--- src/rtl/cpu_pkg.sv ---
// Shared definitions for the fetch/decode front end: opcodes, instruction
// field layout, decoded-field payload, FSM state encoding.
package cpu_pkg;

  localparam int unsigned INSTR_W = 32;
  localparam int unsigned DATA_W  = 20;
  localparam int unsigned OPC_W   = 5;
  localparam int unsigned SEL_W   = 4;
  localparam int unsigned IMM_W   = 15;

  // Instruction layout: [31:27] opcode, [26:23] dst, [22:19] src1,
  // [18:15] src2, [14:0] immediate.
  localparam int unsigned OPC_LSB  = 27;
  localparam int unsigned DST_LSB  = 23;
  localparam int unsigned SRC1_LSB = 19;
  localparam int unsigned SRC2_LSB = 15;
  localparam int unsigned IMM_LSB  = 0;

  localparam logic [OPC_W-1:0] OP_ADD  = 5'b00000;
  localparam logic [OPC_W-1:0] OP_SUB  = 5'b00010;
  localparam logic [OPC_W-1:0] OP_HALT = 5'b11111;

  // opcode[4]: src1 operand comes from the immediate.
  // opcode[3]: src2 operand comes from the immediate.
  localparam int unsigned OPC_SRC1_IMM_BIT = 4;
  localparam int unsigned OPC_SRC2_IMM_BIT = 3;

  typedef enum logic [1:0] {
    FETCH = 2'd0,
    WAIT  = 2'd1,
    ISSUE = 2'd2,
    HALT  = 2'd3
  } fd_state_t;

  // Decoded instruction fields as held for the ALU stage.
  typedef struct packed {
    logic [OPC_W-1:0]  opcode;
    logic [SEL_W-1:0]  dst_sel;
    logic [SEL_W-1:0]  src1_sel;
    logic [SEL_W-1:0]  src2_sel;
    logic [DATA_W-1:0] imm;
  } fd_fields_t;

  // Sign-extend the 15-bit instruction immediate to the datapath width.
  function automatic logic [DATA_W-1:0] sext_imm(input logic [IMM_W-1:0] imm);
    return {{(DATA_W-IMM_W){imm[IMM_W-1]}}, imm};
  endfunction

  function automatic logic src1_is_imm(input logic [OPC_W-1:0] opc);
    return opc[OPC_SRC1_IMM_BIT];
  endfunction

  function automatic logic src2_is_imm(input logic [OPC_W-1:0] opc);
    return opc[OPC_SRC2_IMM_BIT];
  endfunction

endpackage

--- src/rtl/instr_field_split.sv ---
// Pure combinational slicing of a 32-bit instruction word into its fields.
module instr_field_split
  import cpu_pkg::*;
(
  input  logic [31:0] instr,
  output logic [4:0]  opcode,
  output logic [3:0]  dst_sel,
  output logic [3:0]  src1_sel,
  output logic [3:0]  src2_sel,
  output logic [19:0] imm
);

  // Field extraction and immediate sign extension.
  always_comb begin
    opcode   = instr[OPC_LSB  +: OPC_W];
    dst_sel  = instr[DST_LSB  +: SEL_W];
    src1_sel = instr[SRC1_LSB +: SEL_W];
    src2_sel = instr[SRC2_LSB +: SEL_W];
    imm      = sext_imm(instr[IMM_LSB +: IMM_W]);
  end

endmodule

--- src/rtl/fetch_decode.sv ---
// Instruction fetch and decode stage feeding the ALU. Three-cycle
// FETCH/WAIT/ISSUE sequence per instruction, branch redirect, terminal HALT.
module fetch_decode
  import cpu_pkg::*;
#(
  parameter int unsigned       ADDR_W   = 20,
  parameter logic [ADDR_W-1:0] RESET_PC = '0,
  parameter int unsigned       CNT_W    = 16
) (
  input  logic              clk,
  input  logic              rst,
  output logic              imem_rd,
  output logic [ADDR_W-1:0] imem_addr,
  input  logic [31:0]       imem_data,
  input  logic              stall,
  input  logic              branch_taken,
  input  logic [ADDR_W-1:0] branch_target,
  output logic              enable,
  output logic [4:0]        opcode,
  output logic [3:0]        dst_sel,
  output logic [3:0]        src1_sel,
  output logic [3:0]        src2_sel,
  output logic [19:0]       src1_imm,
  output logic [19:0]       src2_imm,
  output logic [ADDR_W-1:0] pc,
  output logic              halted,
  output logic [CNT_W-1:0]  instr_count
);

  fd_state_t  state;
  fd_state_t  next_state;
  fd_fields_t fields_q;

  logic [4:0]  w_opcode;
  logic [3:0]  w_dst_sel;
  logic [3:0]  w_src1_sel;
  logic [3:0]  w_src2_sel;
  logic [19:0] w_imm;

  instr_field_split u_split (
    .instr    (imem_data),
    .opcode   (w_opcode),
    .dst_sel  (w_dst_sel),
    .src1_sel (w_src1_sel),
    .src2_sel (w_src2_sel),
    .imm      (w_imm)
  );

  // State register.
  always_ff @(posedge clk) begin
    if (rst) begin
      state <= FETCH;
    end else begin
      state <= next_state;
    end
  end

  // Next-state logic: branch beats stall, HALT is absorbing.
  always_comb begin
    next_state = state;
    case (state)
      FETCH: begin
        next_state = branch_taken ? FETCH : WAIT;
      end
      WAIT: begin
        if (branch_taken) begin
          next_state = FETCH;
        end else if (w_opcode == OP_HALT) begin
          next_state = HALT;
        end else begin
          next_state = ISSUE;
        end
      end
      ISSUE: begin
        if (branch_taken) begin
          next_state = FETCH;
        end else if (stall) begin
          next_state = ISSUE;
        end else begin
          next_state = FETCH;
        end
      end
      HALT: begin
        next_state = HALT;
      end
      default: begin
        next_state = FETCH;
      end
    endcase
  end

  // State-decoded strobes; both are forced low while reset is asserted.
  always_comb begin
    imem_rd = 1'b0;
    enable  = 1'b0;
    if (!rst) begin
      case (state)
        FETCH:   imem_rd = 1'b1;
        ISSUE:   enable  = ~stall & ~branch_taken;
        default: begin
          imem_rd = 1'b0;
          enable  = 1'b0;
        end
      endcase
    end
  end

  // PC, decoded-field register, retired counter and halt flag.
  always_ff @(posedge clk) begin
    if (rst) begin
      pc          <= RESET_PC;
      fields_q    <= '0;
      instr_count <= '0;
      halted      <= 1'b0;
    end else begin
      case (state)
        FETCH: begin
          if (branch_taken) begin
            pc <= branch_target;
          end
        end
        WAIT: begin
          // A redirect discards the word being returned by the ROM.
          if (branch_taken) begin
            pc <= branch_target;
          end else begin
            fields_q.opcode   <= w_opcode;
            fields_q.dst_sel  <= w_dst_sel;
            fields_q.src1_sel <= w_src1_sel;
            fields_q.src2_sel <= w_src2_sel;
            fields_q.imm      <= w_imm;
          end
        end
        ISSUE: begin
          if (branch_taken) begin
            pc <= branch_target;
          end else if (!stall) begin
            pc <= pc + ADDR_W'(1);
            if (instr_count != {CNT_W{1'b1}}) begin
              instr_count <= instr_count + CNT_W'(1);
            end
          end
        end
        default: begin
          pc <= pc;
        end
      endcase
      halted <= (next_state == HALT);
    end
  end

  assign imem_addr = pc;
  assign opcode    = fields_q.opcode;
  assign dst_sel   = fields_q.dst_sel;
  assign src1_sel  = fields_q.src1_sel;
  assign src2_sel  = fields_q.src2_sel;
  assign src1_imm  = fields_q.imm;
  assign src2_imm  = fields_q.imm;

endmodule

--- config.mk ---
export PLATFORM = sky130hd
export DESIGN_NAME = fetch_decode
export DESIGN_NICKNAME = d
export VERILOG_FILES = /design/src/rtl/cpu_pkg.sv /design/src/rtl/instr_field_split.sv /design/src/rtl/fetch_decode.sv
export SDC_FILE = /design/constraint.sdc
export NUM_CORES = 1
export LEC_CHECK = 0
export CAP_MARGIN = 20
export CELL_PAD_IN_SITES_DETAIL_PLACEMENT = 2
export CELL_PAD_IN_SITES_GLOBAL_PLACEMENT = 2
export CORE_UTILIZATION = 20
export DETAILED_ROUTE_END_ITERATION = 10
export PLACE_DENSITY_LB_ADDON = 0.1
export SETUP_SLACK_MARGIN = 0.05
export SLEW_MARGIN = 20
export SYNTH_ARGS = -nofsm -noshare
export SYNTH_HDL_FRONTEND = slang
export SYNTH_SLANG_ARGS = --single-unit
--- constraint.sdc ---
create_clock -name clk -period 1.9 [get_ports clk]
set_clock_uncertainty 0.2 [all_clocks]
set_input_delay 0.19 -clock clk [delete_from_list [all_inputs] [get_ports clk]]
set_output_delay 0.19 -clock clk [all_outputs]
set_load 0.02 [all_outputs]
==> summary.md, run 1 <==
| Metric | Value |
|---|---|
| First-pass GRT wire length | 25740 microns |
| Die ar. | 0.01965 sq mm |
| R2R Setup Slk | -0.13 ns |
| Post-route insts no fill | 935 |
| Die Y | 140.2 microns |
| Worst slew margin | 58.01% |
| Post-synthesis register bit count | 71 |
| Final Setup Violations | 12 |
| Buf/Inv on CP | 0 |
| Routed wire per std cell | 18.00 microns |
| Placed insts | 901 |
| Failing checks | negative setup slack |
| CP Cell Sequence | and4_4, or4b_4, or4_1, a31oi_1 |
| Placer Congestion | 0.7733 |
| Clock Path Buffers | 2 |
| Worst-path clk slew | 0.06 ns |
| Ports | 172 |
| Share of post-route cells with drive strength above 1 | 30.96% |
| Achievable Freq | 492.5 MHz |
| PortBufs | 171 |
| Vias per inst | 4.683 |
| Slowest CP cell | or4b_4 |
| Largest net degree at the start of global routing | 52 |
| Met2 Routed Length | 8364 microns |
| Final worst setup slack | -0.1303 ns |
| Htree depth | 3 |
| Max layer used | met4 |
| Kind of critical path | flip-flop to flip-flop |
| Row cnt | 50 |
| Worst min-delay path category | input pin to flip-flop |
| Tmin final | 2.030 ns |
| CP required | 1.97 ns |
| Mapped Cells | 483 |
| Cell area after synthesis | 0.003819 sq mm |
| Core area | 0.01871 sq mm |
| Total GRT Usage | 16.91% |
| Max-cap violations | 0 |
| Crit path launch type | flip-flop |
| Number of synthesized flops with an enable pin | 0 |
| Post-DRT Antenna Nets | 0 |
| Final nets | 754 |
| Hold depth | 3 |
| Synth Flop Type | dfxtp_1 |
| Area Overhead vs Synth | 85.85% |
| DIE WIDTH | 140.2 microns |
| Yosys cell types | 56 |
| Status | complete, but fails checks |
| Fraction of registers with async set/reset | 0% |
| Fin. Hold Viols | 0 |
| Worst Reg-to-Reg Cells | 4 |
| Hold slack | 0.1991 ns |
| N_diodes | 0 |
| DRC viols | 0 |
| Area of the multi-input gates | 0.002263 sq mm |
| Max-slew violation count | 0 |
| Final WL | 16830 microns |
| Vias post-DR | 4379 |
| Worst-path fanout max | 6 |
| Delay-heaviest family, CP | simple AND/OR/NAND/NOR gates |
| Synth Net Count | 541 |
| Clock Latency Late Sink | 0.34 ns |
| Max VDD drop | 393.8 uV |
| CTS tree | built |
| Hpwl dp | 12220 microns |
| Met3 wire len | 575 microns |
| Met1 WL | 7559 microns |
| Sequential Area | 0.001481 sq mm |
| CP peak stage delay | 0.52 ns |
| # fillers | 2042 |
| Root Buffer | clkbuf_16 |
| Placed Area | 0.006115 sq mm |
| Synthesized area per cell | 7.906 sq um |
| First drt pass iteration count | 4 |
| CP arrival | 2.10 ns |
| Part of the Yosys area used for sequential elements | 37.22% |
| Slew @ Worst Pin | 0.6299 ns |
| Tcrit/Tclk final | 106.9% |
| Iteration-0 DRC Markers | 131 |
| Synth Warn # | 0 |
| RSZ-0062 raised after global routing | yes |
| Grt total ovfl | 0 |
| Finished Cell Area | 0.007097 sq mm |
| Starting Density | 20.41% |
| P per Cell Area | 615.4 mW/mm^2 |
| Levels on crit path | 4 |
| Num CTS Buffers | 9 |
| Leakage power | 3.063 nW |
| Clock Sinks | 71 |
| Vias in the first global route | 4589 |
| Crit end category | flip-flop |
| Initial antenna violation count | 0 |
-- what timing repair did --
action / in CTS / in global routing
pin swaps: 18 / 15
gates cloned: 0 / 2
endpoints found under the setup margin: 70 / 57
buffers inserted: 9 / 8
hold buffers: 0 / 0
endpoints found under the hold margin: 0 / 0
gates resized for setup: 79 / 71
-- state kept, by name, indices dropped and copies added, names as in the netlist --
register     count
imem_addr       20
instr_count     16
src1_imm        15
opcode           5
dst_sel          4
src1_sel         4
src2_sel         4
state            2
halted           1
-- cells by family after synthesis --
group	count (synthesis)	synth area share [%]
AOI/OAI and AO/OA	120	20.15
adders and majority gates	2	0.6552
buffers and inverters	85	13.56
DFF	71	37.22
muxes	9	2.589
and+or+nand+nor	196	25.82
-- Yosys cell counts, types with 3 or more instances --
| cell | number | share of area [%] |
|---|---|---|
| inv_1 | 10 | 0.98 |
| nor3_1 | 10 | 1.3 |
| a21o_1 | 4 | 0.79 |
| o31ai_1 | 9 | 1.8 |
| a211oi_1 | 6 | 1.2 |
| nor2b_1 | 9 | 1.5 |
| nor4_1 | 7 | 1.1 |
| mux2_2 | 7 | 2.1 |
| a22o_1 | 8 | 1.8 |
| buf_4 | 46 | 9.0 |
| or3_1 | 4 | 0.66 |
| nand4_1 | 12 | 2.0 |
| a31oi_1 | 4 | 0.66 |
| a21oi_1 | 52 | 6.8 |
| clkbuf_1 | 21 | 2.1 |
| or4b_1 | 3 | 0.79 |
| nor2_1 | 19 | 1.9 |
| o21ai_0 | 9 | 1.2 |
| dfxtp_1 | 71 | 37 |
| o22ai_1 | 6 | 0.98 |
| nand2_1 | 91 | 8.9 |
| nand3_1 | 11 | 1.4 |
| and3_1 | 3 | 0.49 |
| nand2b_1 | 3 | 0.49 |
| nor3b_1 | 3 | 0.59 |
| o211ai_1 | 6 | 1.2 |
| or4_1 | 7 | 1.4 |
| and2_1 | 4 | 0.66 |
-- layout by cell type (no fill, tap or decap), types with 4 or more instances in the layout --
| master | synthesis | layout |
|---|---|---|
| a21o_1 | 4 | 4 |
| a21oi_1 | 52 | 43 |
| nor3_2 | 0 | 5 |
| and2_1 | 4 | 4 |
| buf_4 | 46 | 88 |
| o31ai_2 | 0 | 4 |
| o22ai_1 | 6 | 6 |
| inv_1 | 10 | 10 |
| dlymetal6s2s_1 | 1 | 22 |
| a21oi_2 | 0 | 8 |
| dfxtp_1 | 71 | 45 |
| nor2_1 | 19 | 17 |
| dlygate4sd2_1 | 0 | 24 |
| o211ai_1 | 6 | 6 |
| o31ai_1 | 9 | 4 |
| a211oi_1 | 6 | 4 |
| nand4_1 | 12 | 12 |
| buf_12 | 0 | 7 |
| a22o_1 | 8 | 8 |
| dfxtp_4 | 0 | 11 |
| buf_6 | 2 | 8 |
| nand3_1 | 11 | 9 |
| or3_4 | 0 | 4 |
| or4_4 | 0 | 4 |
| nor2b_1 | 9 | 8 |
| mux2_4 | 0 | 6 |
| o21ai_0 | 9 | 8 |
| nand2_1 | 91 | 88 |
| dfxtp_2 | 0 | 15 |
| clkbuf_16 | 0 | 11 |
| a31oi_1 | 4 | 4 |
| clkdlybuf4s50_1 | 0 | 122 |
-- path summary, 6_finish.rpt --
kind,end,startpoint
setup / recovery,imem_addr[15],imem_addr[3]
hold / removal,src1_imm[12],imem_data[12]
setup reg to reg,imem_addr[15],imem_addr[3]
hold reg to reg,dst_sel[0],dst_sel[0]
-- cell type report --
cell class,instances,share of cell area [%]
clock inverter,7,1.693
timing repair buffer,276,37.66
sequential,71,20.87
inverter,11,0.5818
tap,234,4.126
clock buffer,9,3.173
multi-input combinational,327,31.89
-- power by group --
group / internal, mW / total [mW] / switching, mW
Combinational: 0.390 / 0.789 / 0.399
Clock: 1.29 / 2.00 / 0.713
Sequential: 1.54 / 1.58 / 0.0425
-- layer usage --
layer  vias up  global-route usage (%)
met5         -                       0
met2       116                   28.74
met4         0                   5.899
met3        19                   2.427
li1       2105                       -
met1      2139                   21.77
-- worst register-to-register path: stages, from the launching register on --
cell,delay [ns]
dfxtp_4,0.34
and4_4,0.24
or4b_4,0.52
or4_1,0.49
a31oi_1,0.16
-- per-stage QoR --
step / power (mW) / setup TNS, ns / utilization, % / setup slack [ns]
after floorplan: 1.985 / -0.5336 / - / -0.1874
after global placement: 2.385 / -17.66 / 32.69 / -0.4472
after detailed placement: 2.404 / -20.76 / 32.69 / -0.5230
after CTS: 4.436 / -0.7155 / 35.92 / -0.1307
after global routing: 4.544 / -1.748 / 37.94 / -0.1831
final: 4.368 / -0.7846 / 37.94 / -0.1303
Note: power is estimated with default switching activity, not from simulation.
==> inputs of run 2 (changes only) <==
--- a/config.mk
+++ b/config.mk
@@ -10,6 +10,7 @@
 export CELL_PAD_IN_SITES_GLOBAL_PLACEMENT = 2
 export CORE_UTILIZATION = 20
 export DETAILED_ROUTE_END_ITERATION = 10
+export MAX_ROUTING_LAYER = met4
 export PLACE_DENSITY_LB_ADDON = 0.1
 export SETUP_SLACK_MARGIN = 0.05
 export SLEW_MARGIN = 20
==> run 2 against run 1 <==
  * The run still ends with negative setup slack left
  * Highest routed layer unchanged
  * Utilization is the same
  * Sequential share of layout area is the same
  * Largest cell class unchanged
  * Clock power about the same
==> summary.md, run 2 (synthesized netlist as in run 1, its figures left out) <==
| Metric | Value |
|---|---|
| Status | complete, but fails checks (unchanged) |
| Failing checks | negative setup slack (unchanged) |
| Die Y | 140.2 microns (unchanged) |
| Hold depth | 3 (unchanged) |
| Achievable Freq | 493.9 MHz (was 492.5 MHz) |
| Num CTS Buffers | 9 (unchanged) |
| Slowest CP cell | or4b_4 (unchanged) |
| Clock Path Buffers | 2 (unchanged) |
| Max-slew violation count | 0 (unchanged) |
| Max VDD drop | 397.6 uV (was 393.8 uV) |
| Crit path launch type | flip-flop (unchanged) |
| CTS tree | built (unchanged) |
| Final Setup Violations | 12 (unchanged) |
| CP required | 1.97 ns (about the same) |
| DRC viols | 0 (unchanged) |
| Final core occ | 37.94% (unchanged) |
| Leakage power | 3.063 nW (unchanged) |
| Total GRT Usage | 17.41% (was 16.91%) |
| Area Overhead vs Synth | 85.85% (unchanged) |
| Kind of critical path | flip-flop to flip-flop (unchanged) |
| CP peak stage delay | 0.52 ns (about the same) |
| Final WL | 16830 microns (about the same) |
| Setup TNS | -0.8130 ns (was -0.7846 ns) |
| Routed wire per std cell | 17.99 microns (was 18.00 microns) |
| Vias post-DR | 4375 (was 4379) |
| PortBufs | 171 (unchanged) |
| RSZ-0062 raised after global routing | yes (unchanged) |
| Most frequent cells in the layout | 122 x clkdlybuf4s50_1, 88 x nand2_1, 88 x buf_4, 45 x dfxtp_1, 43 x a21oi_1 (unchanged) |
| Post-route insts no fill | 935 (unchanged) |
| Iteration-0 DRC Markers | 165 (was 131) |
| Placed insts | 901 (unchanged) |
| Grt total ovfl | 0 (unchanged) |
| DIE WIDTH | 140.2 microns (unchanged) |
| Largest register FFs | 20 (unchanged) |
| Tmin final | 2.025 ns (was 2.030 ns) |
| Hpwl dp | 12220 microns (unchanged) |
| Fin. Hold Viols | 0 (unchanged) |
| Post-DRT Antenna Nets | 0 (unchanged) |
| P per Cell Area | 616.0 mW/mm^2 (was 615.4 mW/mm^2) |
| Finished Cell Area | 0.007097 sq mm (unchanged) |
| Die ar. | 0.01965 sq mm (unchanged) |
| Ports | 172 (unchanged) |
| Tcrit/Tclk final | 106.6% (was 106.9%) |
| Placed Area | 0.006115 sq mm (unchanged) |
| Root Buffer | clkbuf_16 (unchanged) |
| Worst Reg-to-Reg Cells | 4 (unchanged) |
| Clock Sinks | 71 (unchanged) |
| Total chip power | 4.372 mW (was 4.368 mW) |
| Worst-path fanout max | 6 (unchanged) |
| Crit end category | flip-flop (unchanged) |
| CP arrival | 2.09 ns (was 2.10 ns) |
| Final nets | 754 (unchanged) |
| Vias per inst | 4.679 (was 4.683) |
| First drt pass iteration count | 4 (unchanged) |
| Worst-path clk slew | 0.06 ns (about the same) |
| Initial antenna violation count | 0 (unchanged) |
| Largest net degree at the start of global routing | 52 (unchanged) |
| Core area | 0.01871 sq mm (unchanged) |
| First-pass GRT wire length | 25710 microns (was 25740 microns) |
| Htree depth | 3 (unchanged) |
| Vias in the first global route | 4597 (was 4589) |
| Clock Latency Late Sink | 0.34 ns (about the same) |
| Final worst setup slack | -0.1245 ns (was -0.1303 ns) |
| Share of post-route cells with drive strength above 1 | 30.96% (unchanged) |
| Slew @ Worst Pin | 0.6236 ns (was 0.6299 ns) |
| Worst slew margin | 58.43% (was 58.01%) |
| Commonest non-fill, non-tap cell in the layout | clkdlybuf4s50_1 (unchanged) |
| N_diodes | 0 (unchanged) |
| CP Cell Sequence | and4_4, or4b_4, or4_1, a31oi_1 (unchanged) |
| Max-cap violations | 0 (unchanged) |
| Row cnt | 50 (unchanged) |
| Placer Congestion | 0.7838 (was 0.7733) |
| Starting Density | 20.41% (unchanged) |
| Worst min-delay path category | input pin to flip-flop (unchanged) |
[run 2: cell counts in the layout (fill, tap and decap cells not counted)]
No cell type changed its count.
[run 2: what timing repair did]
item | in CTS | in global routing
pin swaps | 18 | 15
setup endpoints to repair | 70 | 57
cloned | 0 | 2
hold buffers | 0 | 0
buffers inserted | 9 | 8
resized for setup | 79 | 71
[run 2: layout make-up]
cell class,count,area (sq um)
multi-input cells,327,2263
flip-flops and latches,71,1481
fillers,2042,11610
well taps,234,292.8
inverters,11,41.29
repair buffers,276,2673
clock buffers,9,225.2
clock inverters,7,120.1
[run 2: final timing paths]
kind                 from            end  slack (ns)
max          imem_addr[3]  imem_addr[15]       -0.12
min                   rst  imem_addr[15]        0.19
min reg2reg   src2_sel[1]    src2_sel[1]        0.26
max reg2reg  imem_addr[3]  imem_addr[15]       -0.12
[run 2: power breakdown]
part | switching, mW | internal [mW]
combinational | 0.398 | 0.390
clock | 0.718 | 1.29
sequential | 0.0425 | 1.54
total | 1.16 | 3.21
[run 2: metrics by stage]
stage          hold WS, ns  setup slack, ns
6_report            0.1864          -0.1245
3_5_place_dp        0.2508          -0.5230
2_1_floorplan       0.1254          -0.1874
5_1_grt             0.1977          -0.1831
4_1_cts             0.1676          -0.1307
3_3_place_gp        0.2425          -0.4472
[run 2: metal layers]
layer,routed length (microns),global-route usage (%)
met5,0,-
met4,338,5.899
met3,498,2.359
met2,8392,28.63
met1,7596,21.87
[run 2: critical path, delay by kind of cell (launching register included)]
kind             cells  cell delay (ns)
AND/OR/NAND/NOR      3             1.25
flip-flops           1             0.34
AO/OA/AOI/OAI        1             0.16
==> inputs of run 3 (changes only) <==
--- a/config.mk
+++ b/config.mk
@@ -10,6 +10,7 @@
 export CELL_PAD_IN_SITES_GLOBAL_PLACEMENT = 2
 export CORE_UTILIZATION = 20
 export DETAILED_ROUTE_END_ITERATION = 10
+export GPL_TIMING_DRIVEN = 0
 export MAX_ROUTING_LAYER = met4
 export PLACE_DENSITY_LB_ADDON = 0.1
 export SETUP_SLACK_MARGIN = 0.05
@@ -17,3 +18,4 @@
 export SYNTH_ARGS = -nofsm -noshare
 export SYNTH_HDL_FRONTEND = slang
 export SYNTH_SLANG_ARGS = --single-unit
+export TNS_END_PERCENT = 1
==> run 3 against run 2 <==
  * Utilization fell by 3.5 points
  * Hold slack worse by 0.020 ns
  * Via count is 0.53% lower
  * Critical path depth grew 1
  * Clock-buffer cell count increased by 3
  * Total power decreased by 2.1%
  * The run still ends with negative setup slack left
  * Die area stayed put
==> summary.md, run 3 (synthesized netlist as in run 1, its figures left out) <==
| Metric | Value |
|---|---|
| Total chip power | 4.280 mW (was 4.372 mW) |
| Kind of critical path | flip-flop to flip-flop (unchanged) |
| Commonest non-fill, non-tap cell in the layout | clkdlybuf4s50_1 (unchanged) |
| Finished Cell Area | 0.006446 sq mm (was 0.007097 sq mm) |
| Final core occ | 34.46% (was 37.94%) |
| # fillers | 2126 (was 2042) |
| Die Y | 140.2 microns (unchanged) |
| Placer Congestion | 0.7555 (was 0.7838) |
| Root Buffer | clkbuf_16 (unchanged) |
| Crit path launch type | flip-flop (unchanged) |
| Final worst setup slack | -0.2256 ns (was -0.1245 ns) |
| Clock Latency Late Sink | 0.34 ns (about the same) |
| Fin. Hold Viols | 0 (unchanged) |
| Vias post-DR | 4352 (was 4375) |
| Status | complete, but fails checks (unchanged) |
| Clock Sinks | 71 (unchanged) |
| Largest net degree at the start of global routing | 14 (was 52) |
| Worst slew margin | 61.48% (was 58.43%) |
| Htree depth | 3 (unchanged) |
| Vias per inst | 4.741 (was 4.679) |
| Tmin final | 2.126 ns (was 2.025 ns) |
| First drt pass iteration count | 4 (unchanged) |
| Tcrit/Tclk final | 111.9% (was 106.6%) |
| Placed insts | 888 (was 901) |
| Ports | 172 (unchanged) |
| Placed Area | 0.005847 sq mm (was 0.006115 sq mm) |
| Crit end category | flip-flop (unchanged) |
| Slew @ Worst Pin | 0.5730 ns (was 0.6236 ns) |
| Leakage power | 2.463 nW (was 3.063 nW) |
| Max-slew violation count | 0 (unchanged) |
| Final nets | 736 (was 754) |
| Area Overhead vs Synth | 68.81% (was 85.85%) |
| CP arrival | 2.19 ns (was 2.09 ns) |
| Worst-path fanout max | 7 (was 6) |
| Max-cap violations | 0 (unchanged) |
| Worst min-delay path category | input pin to flip-flop (unchanged) |
| Routed wire per std cell | 17.49 microns (was 17.99 microns) |
| Iteration-0 DRC Markers | 124 (was 165) |
| Core area | 0.01871 sq mm (unchanged) |
| Final WL | 16050 microns (was 16830 microns) |
| PortBufs | 170 (was 171) |
| Hold slack | 0.1661 ns (was 0.1864 ns) |
| DIE WIDTH | 140.2 microns (unchanged) |
| Most frequent cells in the layout | 138 x clkdlybuf4s50_1, 89 x nand2_1, 85 x buf_4, 49 x a21oi_1, 46 x dfxtp_1 (was 122 x clkdlybuf4s50_1, 88 x nand2_1, 88 x buf_4, 45 x dfxtp_1, 43 x a21oi_1) |
| Initial antenna violation count | 1 (was 0) |
| # hold bufs at CTS | 0 (unchanged) |
| P per Cell Area | 664.0 mW/mm^2 (was 616.0 mW/mm^2) |
| Achievable Freq | 470.4 MHz (was 493.9 MHz) |
| DRC viols | 0 (unchanged) |
| Total GRT Usage | 17.51% (was 17.41%) |
| Hpwl dp | 12080 microns (was 12220 microns) |
| Largest register FFs | 20 (unchanged) |
| Share of post-route cells with drive strength above 1 | 27.38% (was 30.96%) |
| Post-DRT Antenna Nets | 0 (unchanged) |
| Max VDD drop | 401.8 uV (was 397.6 uV) |
| Hold wc startpoint | branch_taken (was rst) |
| Worst-path clk slew | 0.06 ns (about the same) |
| Failing checks | negative setup slack (unchanged) |
| RSZ-0062 raised after global routing | yes (unchanged) |
| Row cnt | 50 (unchanged) |
| Num CTS Buffers | 9 (unchanged) |
| Post-route insts no fill | 918 (was 935) |
| Die ar. | 0.01965 sq mm (unchanged) |
| CTS tree | built (unchanged) |
| Starting Density | 20.41% (unchanged) |
| Vias in the first global route | 4606 (was 4597) |
| Clock Path Buffers | 2 (unchanged) |
| First-pass GRT wire length | 25880 microns (was 25710 microns) |
| Final Setup Violations | 15 (was 12) |
| CP required | 1.97 ns (about the same) |
| CP Launch Point | imem_addr[1] (was imem_addr[3]) |
| R2R Setup Slk | -0.23 ns (was -0.12 ns) |
| Worst r2r src | imem_addr[1] (was imem_addr[3]) |
| Grt total ovfl | 0 (unchanged) |
[run 3: cell types whose count changed in the layout (fill, tap and decap cells not counted), moves of 6 or more]
cell,before,now
dlymetal6s2s_1,22,0
dlygate4sd2_1,24,4
clkdlybuf4s50_1,122,138
clkbuf_2,0,9
buf_12,7,0
a21oi_1,43,49
mux2_2,1,7
mux2_4,6,0
[run 3: path summary, 6_finish.rpt]
kind / endpoint / cells past startpoint
worst max-delay path: imem_addr[19] / 5
worst min-delay path: imem_addr[19] / 4
worst max register to register: imem_addr[19] / 5
worst min register to register: dst_sel[0] / 2
[run 3: power breakdown]
part / switching [mW] / internal, mW / leakage (nW)
clock: 0.701 / 1.21 / 0.165
sequential: 0.0721 / 1.54 / 0.590
combinational: 0.366 / 0.391 / 1.71
total: 1.14 / 3.14 / 2.46
[run 3: repair_timing]
action / CTS / global route
hold endpoints to repair: 0 / 0
buffers inserted: 12 / 1
gates resized for setup: 109 / 11
endpoints found under the setup margin: 103 / 89
pin swaps: 9 / 4
gates cloned: 0 / 0
[run 3: area by class of cell]
type | count | area, sq um | share of cell area, %
Multi-Input combinational cell | 327 | 2001 | 31.04
Clock buffer | 12 | 289.0 | 4.484
Antenna cell | 1 | 2.502 | 0.03882
Clock inverter | 4 | 47.55 | 0.7376
Buffer | 74 | 550.5 | 8.540
Timing Repair Buffer | 184 | 1737 | 26.94
Tap cell | 234 | 292.8 | 4.542
Inverter | 11 | 53.80 | 0.8346
Sequential cell | 71 | 1473 | 22.85
[run 3: per-layer routing]
layer	vias to the layer above	track usage, %	part of all wire [%]
met3	15	2.564	2.8
met4	0	5.899	1.5
met1	2158	22.36	48
li1	2083	-	-
met5	-	-	0
met2	96	28.21	48
[run 3: critical path, cell delays in order, from the launching register on]
cell      delay (ns)
dfxtp_4         0.35
and4_4          0.26
or4b_4          0.47
buf_6           0.15
or4b_1          0.45
o211ai_1        0.16
[run 3: stage by stage]
stage / setup TNS [ns] / worst slack, ns
3_5_place_dp: -34.77 / -1.132
6_report: -1.406 / -0.2256
3_3_place_gp: -35.06 / -1.130
5_1_grt: -6.639 / -0.2891
2_1_floorplan: -1.098 / -0.1874
4_1_cts: -2.534 / -0.2397
